**src/rtl/cla2_stage32_pkg.sv**
```systemverilog
// Shared constants and carry-lookahead helpers for the two-stage 32-bit adder.
// The lookahead helpers are written for 4-bit groups (GROUP_W == 4).
package cla2_stage32_pkg;

    localparam int WIDTH      = 32;
    localparam int HALF_W     = 16;
    localparam int GROUP_W    = 4;
    localparam int NUM_GROUPS = HALF_W / GROUP_W;

    // Carries into positions 0..3 of a 4-wide block, fully flattened so no
    // carry ripples from one position to the next.
    function automatic logic [GROUP_W-1:0] lookahead_carries(
        input logic [GROUP_W-1:0] p,
        input logic [GROUP_W-1:0] g,
        input logic               cin
    );
        logic [GROUP_W-1:0] c;
        c[0] = cin;
        c[1] = g[0] | (p[0] & cin);
        c[2] = g[1] | (p[1] & g[0]) | (p[1] & p[0] & cin);
        c[3] = g[2] | (p[2] & g[1]) | (p[2] & p[1] & g[0]) | (p[2] & p[1] & p[0] & cin);
        return c;
    endfunction

    // Block generate: the 4-wide block produces a carry on its own.
    function automatic logic group_generate(
        input logic [GROUP_W-1:0] p,
        input logic [GROUP_W-1:0] g
    );
        return g[3] | (p[3] & g[2]) | (p[3] & p[2] & g[1]) | (p[3] & p[2] & p[1] & g[0]);
    endfunction

endpackage

```
**src/rtl/cla2_stage32_cla16.sv**
```systemverilog
// 16-bit two-level carry-lookahead adder: bit-level P/G feed 4-bit groups,
// group P/G feed a second lookahead that yields c4/c8/c12/c16 directly.
module cla16
    import cla2_stage32_pkg::*;
(
    input  logic [HALF_W-1:0] a,
    input  logic [HALF_W-1:0] b,
    input  logic              cin,
    output logic [HALF_W-1:0] sum,
    output logic              cout
);

    logic [HALF_W-1:0]     w_p;
    logic [HALF_W-1:0]     w_g;
    logic [HALF_W-1:0]     w_bitCarry;
    logic [NUM_GROUPS-1:0] w_grpP;
    logic [NUM_GROUPS-1:0] w_grpG;
    logic [NUM_GROUPS-1:0] w_grpCarry;

    assign w_p = a ^ b;
    assign w_g = a & b;

    for (genvar k = 0; k < NUM_GROUPS; k++) begin : g_group
        assign w_grpP[k] = &w_p[k*GROUP_W +: GROUP_W];
        assign w_grpG[k] = group_generate(w_p[k*GROUP_W +: GROUP_W], w_g[k*GROUP_W +: GROUP_W]);
        assign w_bitCarry[k*GROUP_W +: GROUP_W] =
            lookahead_carries(w_p[k*GROUP_W +: GROUP_W], w_g[k*GROUP_W +: GROUP_W], w_grpCarry[k]);
    end

    // Second lookahead level: group carries c0, c4, c8, c12 from group P/G.
    assign w_grpCarry = lookahead_carries(w_grpP, w_grpG, cin);

    // c16 from the group terms, never from the c12 group's internal carries.
    assign cout = group_generate(w_grpP, w_grpG) | ((&w_grpP) & cin);

    assign sum = w_p ^ w_bitCarry;

endmodule

```
**src/rtl/cla2_stage32.sv**
```systemverilog
// Two-stage pipelined 32-bit adder producing a registered 33-bit sum.
// Stage 1 adds the low halves and registers the high operands with c16;
// stage 2 adds the high halves using the registered c16 as carry-in.
// Optional macro CLA2_STAGE32_VALID_EN adds in_valid/out_valid; out_sum then
// only updates for valid operand pairs.
module cla2_stage32
    import cla2_stage32_pkg::*;
(
    input  logic             clock,
    input  logic             reset,
    input  logic [WIDTH-1:0] in_a,
    input  logic [WIDTH-1:0] in_b,
`ifdef CLA2_STAGE32_VALID_EN
    input  logic             in_valid,
    output logic             out_valid,
`endif
    output logic [WIDTH:0]   out_sum
);

    logic [HALF_W-1:0] w_lowSum;
    logic              w_lowCout;
    logic [HALF_W-1:0] w_highSum;
    logic              w_highCout;

    logic [HALF_W-1:0] r_lowSum;
    logic              r_c16;
    logic [HALF_W-1:0] r_aHi;
    logic [HALF_W-1:0] r_bHi;
    logic [WIDTH:0]    r_sum;

    cla16 u_lowCla (
        .a    (in_a[HALF_W-1:0]),
        .b    (in_b[HALF_W-1:0]),
        .cin  (1'b0),
        .sum  (w_lowSum),
        .cout (w_lowCout)
    );

    // Stage 1: capture the low half result, c16 and the untouched high operands.
    always_ff @(posedge clock or negedge reset) begin
        if (!reset) begin
            r_lowSum <= '0;
            r_c16    <= 1'b0;
            r_aHi    <= '0;
            r_bHi    <= '0;
        end else begin
            r_lowSum <= w_lowSum;
            r_c16    <= w_lowCout;
            r_aHi    <= in_a[WIDTH-1:HALF_W];
            r_bHi    <= in_b[WIDTH-1:HALF_W];
        end
    end

    cla16 u_highCla (
        .a    (r_aHi),
        .b    (r_bHi),
        .cin  (r_c16),
        .sum  (w_highSum),
        .cout (w_highCout)
    );

`ifdef CLA2_STAGE32_VALID_EN
    logic r_valid1;
    logic r_valid2;

    // Valid pipeline tracking which operand pair occupies each stage.
    always_ff @(posedge clock or negedge reset) begin
        if (!reset) begin
            r_valid1 <= 1'b0;
            r_valid2 <= 1'b0;
        end else begin
            r_valid1 <= in_valid;
            r_valid2 <= r_valid1;
        end
    end

    assign out_valid = r_valid2;

    // Stage 2: register the full sum only for a valid pair, otherwise hold.
    always_ff @(posedge clock or negedge reset) begin
        if (!reset) begin
            r_sum <= '0;
        end else if (r_valid1) begin
            r_sum <= {w_highCout, w_highSum, r_lowSum};
        end
    end
`else
    // Stage 2: register carry-out, high half and the delayed low half.
    always_ff @(posedge clock or negedge reset) begin
        if (!reset) begin
            r_sum <= '0;
        end else begin
            r_sum <= {w_highCout, w_highSum, r_lowSum};
        end
    end
`endif

    assign out_sum = r_sum;

endmodule

```
**config.mk**
```make
export PLATFORM = sky130hd
export DESIGN_NAME = cla2_stage32
export DESIGN_NICKNAME = d
export VERILOG_FILES = /design/src/rtl/cla2_stage32_pkg.sv /design/src/rtl/cla2_stage32_cla16.sv /design/src/rtl/cla2_stage32.sv
export SDC_FILE = /design/constraint.sdc
export NUM_CORES = 1
export LEC_CHECK = 0
export CORE_ASPECT_RATIO = 0.6
export CORE_MARGIN = 2
export CORE_UTILIZATION = 33
export CTS_BUF_LIST = sky130_fd_sc_hd__clkbuf_16
export CTS_CLUSTER_DIAMETER = 120
export DETAILED_ROUTE_END_ITERATION = 8
export PLACE_DENSITY = 0.73
export REMOVE_ABC_BUFFERS = 1
export SYNTH_ARGS = -nofsm -noshare
export SYNTH_HDL_FRONTEND = slang
export SYNTH_SLANG_ARGS = --single-unit
```
**constraint.sdc**
```tcl
create_clock -name clock -period 2.43 [get_ports clock]
set_input_delay 0.486 -clock clock [delete_from_list [all_inputs] [get_ports clock]]
set_output_delay 0.486 -clock clock [all_outputs]
set_load 0.01 [all_outputs]
```
==> run metrics, run 1 <==
combinational power share=0.238; die width=134 um; CTS sink count=82; hold path start=r_lowSum[9]$_DFF_PN0_; Leak Pwr=0.00231 uW; Slew Viols, Final=0; gpl congestion=0.838; Worst setup EP type=register; Starting Density=0.339; Setup crit start=in_a[1]; Flop pwr share=0.446; Final period util=0.975; GRT Util Overall=0.134; DPL Wire Length=5.32 mm; CP startpoint kind=input port; Final Hold Violating Endpoints=0; GRT overflow=0; reg2reg start=r_bHi[0]$_DFF_PN0_; DP Worst Slack=-0.422 ns; IO Port Bufs=98; Synth Register Bits=82; number of max-cap violations=0; Storage cell area=2050 sq um; H-tree depth=3; crit path max-delay cell type=clkdlybuf4s50_1; area share of the largest cell type after synthesis=0.612; deepest clock path buffer count=2; Worst path max stage delay=0.52 ns; clock power share=0.316; diodes inserted=0; largest area contributor in the netlist=dfrtp_1; Design Area, Final=5170 sq um; Tightest Hold Check Type=reg2reg; pwr dens=702 nW/um^2; Total Power=3630 uW; Seq/Total Area, Yosys=0.612; fmax=422 MHz; clk_lat worst skew=0.33 ns; row count=28; Filler cells=854; post-synth cell types=40; Final min period=2.37 ns; final worst setup slack=0.0617 ns; WP data arrival=2.58 ns; Reg clk slew, reported paths=0.06 ns; critical path type=in2reg; routed wire length=7.08 mm; Yosys Warn Count=0; core box area=9880 sq um; Layout area overhead=54.3%; Final nets=486; TritonCTS clock tree=done; worst vdd ir=0.334 mV; Crit path max-delay family=compound AO/OA/AOI/OAI gates; die area=11,000 sq um; cts bufs inserted=9; Die H=82.1 um; Slew headroom=0.730; Netlist Area Pre-Place=3350 sq um; final setup vio count=0; Routed Antenna Nets=0; first-pass GRT wire length=10.9 mm; DRT Pass-1 Iters=4; status=finished clean; Cells after Synth=234; root cell of the clock tree=clkbuf_16; measured slew at the worst slew-check pin=0.400 ns; IO Pins=99; Buffers & Inverters on Critical Path=2; placed inst area=4730 sq um; Required @ worst endpoint=2.64 ns; layout cells sized above 1=0.200; drt drc=0; vias per cell=4.34; Synth area leaders=dfrtp_1, ha_1, fa_1; worst-path maximum fanout=2; number of global-route vias before repair=2,379; switching share of power=0.247; CP cell instances=clkdlybuf4s50_1 -> ha_4 -> a21oi_2 -> o21ai_2 -> a211oi_2 -> inv_1 -> a31o_4 -> fa_2 -> xor2_1; DR vias=2,258; clock skew=0.00650 ns; drt wl/cell=13.6 um; number of DRC markers in iteration 0=55; unrepaired setup endpoints after global routing=true; largest net degree at the start of global routing=76; internal power=2740 uW; Net Sw Power=896 uW; initial antenna violation count=0; area of the multi-input gates=1380 sq um; Synth Area per Inst=14.3 sq um
[metrics by stage]
step / TNS, ns / hold slack [ns] / util / cells
4_1_cts: 0 / 0.350 / 0.511 / 518
6_report: 0 / 0.347 / 0.524 / 520
2_1_floorplan: 0 / 0.190 / - / 234
5_1_grt: -0.0967 / 0.352 / 0.524 / 520
3_5_place_dp: -1.87 / 0.313 / 0.479 / 496
3_3_place_gp: -1.69 / 0.310 / 0.479 / 496
[per-layer routing]
metal / track usage / part of all wire
met5: 0 / 0
met4: 0.0495 / 0.013
met3: 0.0864 / 0.12
met2: 0.221 / 0.48
met1: 0.140 / 0.39
[cell usage after synthesis (all sizes together)]
library cell and count:
fa 8, o21a 1, or3 1, nor2b 1, nand4 2, a21oi 14
nor4 1, or2 1, a32oi 1, dfrtp 82, a221oi 1, a31o 1
inv 11, o41ai 1, xor2 12, o2111ai 2, xnor2 9, ha 32
nor2 8, nand3 2, o21ai 8, a211oi 4, nor3 2, nand2b 2
nand2 10, and2 1, and4 2, o211ai 1, o21bai 3, a21o 6
o211a 1, and3 1, a211o 1, a31oi 1
[power by group through the flow]
stage | clock network [uW] | logic [uW] | registers (uW)
2_1_floorplan | 0 | 261 | 1700
3_3_place_gp | 0 | 805 | 1640
3_5_place_dp | 0 | 821 | 1640
4_1_cts | 1200 | 844 | 1620
5_1_grt | 1250 | 949 | 1640
6_report | 1150 | 865 | 1620
[flip-flops by register name, summed over array words and instances, names as in the netlist]
register,cells
r_c16,1
r_bHi,16
out_sum,33
r_aHi,16
r_lowSum,16
[cells in the final DEF, fill, tap and decap left out, types with 2 or more instances in the layout]
cell type	synthesis	routed
inv_1	11	12
o21ai_1	2	2
fa_1	8	4
xnor2_1	9	9
nand2_1	10	10
xor2_1	12	12
o21ai_0	6	4
clkinv_2	0	2
buf_4	0	36
a21o_2	2	2
o21bai_1	3	2
a21oi_2	0	2
and4_1	2	2
dfrtp_1	82	82
clkinv_1	0	3
ha_4	0	4
a21o_1	4	4
o21ai_2	0	2
nor3_1	2	2
nand3_1	2	2
ha_1	32	28
clkdlybuf4s50_1	0	96
fa_2	0	4
a211oi_2	1	2
nand4_1	2	2
clkbuf_16	0	9
a21oi_1	13	11
nor2_1	8	7
[kinds of logic after synthesis]
| logic type | count (synthesis) | share of synthesized area |
|---|---|---|
| buffers and inverters | 11 | 0.0123 |
| flip-flops | 82 | 0.612 |
| adder cells (fa/ha/maj) | 40 | 0.167 |
| AND/OR/NAND/NOR | 34 | 0.0526 |
| AO/OA/AOI/OAI | 46 | 0.101 |
| XOR/XNOR | 21 | 0.0549 |
[repair_timing]
action                                 in CTS  in global routing
hold buffers                                1                  0
setup endpoints to repair                   3                 11
pin swaps                                   4                 13
endpoints found under the hold margin       7                  0
cloned                                      0                  0
buffers inserted                            5                  3
gates resized for setup                     4                 20
[worst paths after layout]
path                            cells past startpoint  slack, ns                     end
worst max-delay path                                9       0.06  r_lowSum[13]$_DFF_PN0_
worst min-delay path                                0       0.35    out_sum[9]$_DFF_PN0_
worst max register to register                      9       0.07   out_sum[25]$_DFF_PN0_
worst min register to register                      0       0.35    out_sum[9]$_DFF_PN0_
max in group asynchronous                           3       1.32   out_sum[26]$_DFF_PN0_
min in group asynchronous                           2       0.52    out_sum[0]$_DFF_PN0_
[area by class of cell]
type                       count  share of cell area
tap                          135              0.0327
timing repair buffer         135               0.246
clock buffer                   9              0.0435
inverter                      11             0.00798
sequential                    82               0.397
multi-input combinational    141               0.267
clock inverter                 7             0.00556
[worst register-to-register path, stage by stage (launching register included)]
cell	delay (ns)
dfrtp_1	0.40
ha_4	0.26
a211oi_4	0.27
o21bai_2	0.12
a21oi_2	0.19
o21ai_2	0.09
a21o_2	0.23
a21o_1	0.17
fa_2	0.34
xor2_1	0.17
Power figures use the tool's default switching activity.
==> run 2, diff against run 1 <==
- SETUP_SLACK_MARGIN: unset -> 0.3
==> run metrics, run 2 (synthesized netlist as in run 1, its figures left out) <==
status=finished clean (unchanged); most frequent cells in the layout=dfrtp_1, clkdlybuf4s50_1, buf_4, ha_1 (was clkdlybuf4s50_1, dfrtp_1, buf_4, ha_1); Layout area overhead=62.5% (was 54.3%); CP cell instances=ha_4 -> a211oi_4 -> buf_4 -> buf_6 -> nor4_4 -> nor2_2 -> buf_6 -> a21oi_4 -> nand2b_4 -> fa_2 (was clkdlybuf4s50_1 -> ha_4 -> a21oi_2 -> o21ai_2 -> a211oi_2 -> inv_1 -> a31o_4 -> fa_2 -> xor2_1); clk_lat worst skew=0.33 ns (about the same); Routed Antenna Nets=0 (unchanged); root cell of the clock tree=clkbuf_16 (unchanged); core box area=9880 sq um (unchanged); Worst setup EP type=register (unchanged); Leak Pwr=0.00240 uW (was 0.00231 uW); Slew Viols, Final=0 (unchanged); die area=11,000 sq um (unchanged); R2R cell count=10 (was 9); drt drc=0 (unchanged); Worst path max stage delay=0.42 ns (was 0.52 ns); pwr dens=684 nW/um^2 (was 702 nW/um^2); die width=134 um (unchanged); deepest clock path buffer count=2 (unchanged); CP startpoint kind=register (was input port); vias per cell=4.42 (was 4.34); DRT Pass-1 Iters=4 (unchanged); commonest non-fill, non-tap cell in the layout=dfrtp_1 (was clkdlybuf4s50_1); Die H=82.1 um (unchanged); H-tree depth=3 (unchanged); IO Pins=99 (unchanged); IO Port Bufs=98 (unchanged); initial antenna violation count=0 (unchanged); CP dominant cell by count=buf_6; clock skew=0.00795 ns (was 0.00650 ns); row count=28 (unchanged); drt wl/cell=14.3 um (was 13.6 um); routed wire length=7.59 mm (was 7.08 mm); gpl congestion=0.838 (unchanged); worst vdd ir=0.333 mV (was 0.334 mV); crit path max-delay cell type=fa_2 (was clkdlybuf4s50_1); Setup crit start=r_aHi[0]$_DFF_PN0_ (was in_a[1]); crit path to=out_sum[28]$_DFF_PN0_ (was r_lowSum[13]$_DFF_PN0_); Slew headroom=0.732 (was 0.730); Final Non-Filler Cells=531 (was 520); Reg clk slew, reported paths=0.06 ns (about the same); unrepaired setup endpoints after global routing=true (unchanged); Final min period=2.30 ns (was 2.37 ns); Final Hold Violating Endpoints=0 (unchanged); number of global-route vias before repair=2,442 (was 2,379); DPL Wire Length=5.32 mm (unchanged); Total Power=3730 uW (was 3630 uW); critical path type=reg2reg (was in2reg); Final period util=0.946 (was 0.975); layout cells sized above 1=0.275 (was 0.200); TritonCTS clock tree=done (unchanged); Final nets=497 (was 486); Filler cells=823 (was 854); cts bufs inserted=9 (unchanged); Tightest Hold Check Type=reg2reg (unchanged); final setup vio count=0 (unchanged); GRT overflow=0 (unchanged); first-pass GRT wire length=11.5 mm (was 10.9 mm); number of DRC markers in iteration 0=51 (was 55); Required @ worst endpoint=2.63 ns (was 2.64 ns); R2R Setup Slk=0.13 ns (was 0.07 ns); Inst Count DP=496 (unchanged); GRT Util Overall=0.141 (was 0.134); fmax=435 MHz (was 422 MHz); measured slew at the worst slew-check pin=0.400 ns (about the same); reg2reg end=out_sum[28]$_DFF_PN0_ (was out_sum[25]$_DFF_PN0_); worst-path maximum fanout=2 (unchanged); Fin Hold WS=0.347 ns (about the same); WP data arrival=2.50 ns (was 2.58 ns); DR vias=2,348 (was 2,258); diodes inserted=0 (unchanged); Largest register FFs=33 (unchanged); Starting Density=0.339 (unchanged); largest net degree at the start of global routing=76 (unchanged); CTS sink count=82 (unchanged); number of max-cap violations=0 (unchanged); reg2reg start=r_aHi[0]$_DFF_PN0_ (was r_bHi[0]$_DFF_PN0_)
run 2: per-layer routing:
metal | up-vias | track usage | wire [um]
met2 | 77 | 0.239 | 3740
li1 | 1131 | - | -
met3 | 8 | 0.0864 | 822
met5 | - | 0 | 0
met4 | 0 | 0.0474 | 89
met1 | 1132 | 0.148 | 2940
run 2: area by class of cell:
cell class              instances  area, sq um  area share
flip-flops and latches         82         2050       0.376
well taps                     135          169      0.0310
inverters                      11         41.3     0.00758
clock inverters                 7         28.8     0.00528
repair buffers                146         1360       0.250
clock buffers                   9          225      0.0413
multi-input cells             141         1570       0.289
run 2: metrics by stage:
step | setup slack, ns | instance area (sq um) | setup TNS (ns) | utilization
after detailed placement | -0.422 | 4730 | -1.87 | 0.479
after CTS | 0.157 | 5300 | 0 | 0.537
after global placement | -0.410 | 4730 | -1.69 | 0.479
final | 0.130 | 5450 | 0 | 0.552
after global routing | 0.0321 | 5450 | 0 | 0.552
after floorplan | 0.0757 | 3350 | 0 | -
run 2: critical path: cells and delay by family, from the launching register on:
kind | cells | cell delay [ns]
adders and majority gates | 2 | 0.71
and+or+nand+nor | 3 | 0.50
DFF | 1 | 0.40
buffers and inverters | 3 | 0.37
AOI/OAI and AO/OA | 2 | 0.18
run 2: where the power goes:
group	internal [uW]	leakage (uW)	total, uW	switching, uW
clock network	669	0.000134	1150	482
registers	1560	0.000956	1620	61.3
logic	559	0.00131	957	398
run 2: repair_timing:
action,CTS,global route
hold endpoints to repair,7,0
setup buffers,12,6
pin swaps,27,14
hold buffers,1,0
setup endpoints to repair,15,14
resized for setup,57,25
run 2: worst min-delay path by stage:
stage / startpoint / end / slack (ns) / depth (start not counted)
2_1_floorplan: reset / out_sum[0]$_DFF_PN0_ / 0.19 / 0
3_3_place_gp: reset / out_sum[0]$_DFF_PN0_ / 0.31 / 1
3_5_place_dp: reset / r_lowSum[0]$_DFF_PN0_ / 0.31 / 1
4_1_cts: r_lowSum[9]$_DFF_PN0_ / out_sum[9]$_DFF_PN0_ / 0.35 / 0
5_1_grt: r_lowSum[7]$_DFF_PN0_ / out_sum[7]$_DFF_PN0_ / 0.35 / 0
6_report: r_lowSum[9]$_DFF_PN0_ / out_sum[9]$_DFF_PN0_ / 0.35 / 0
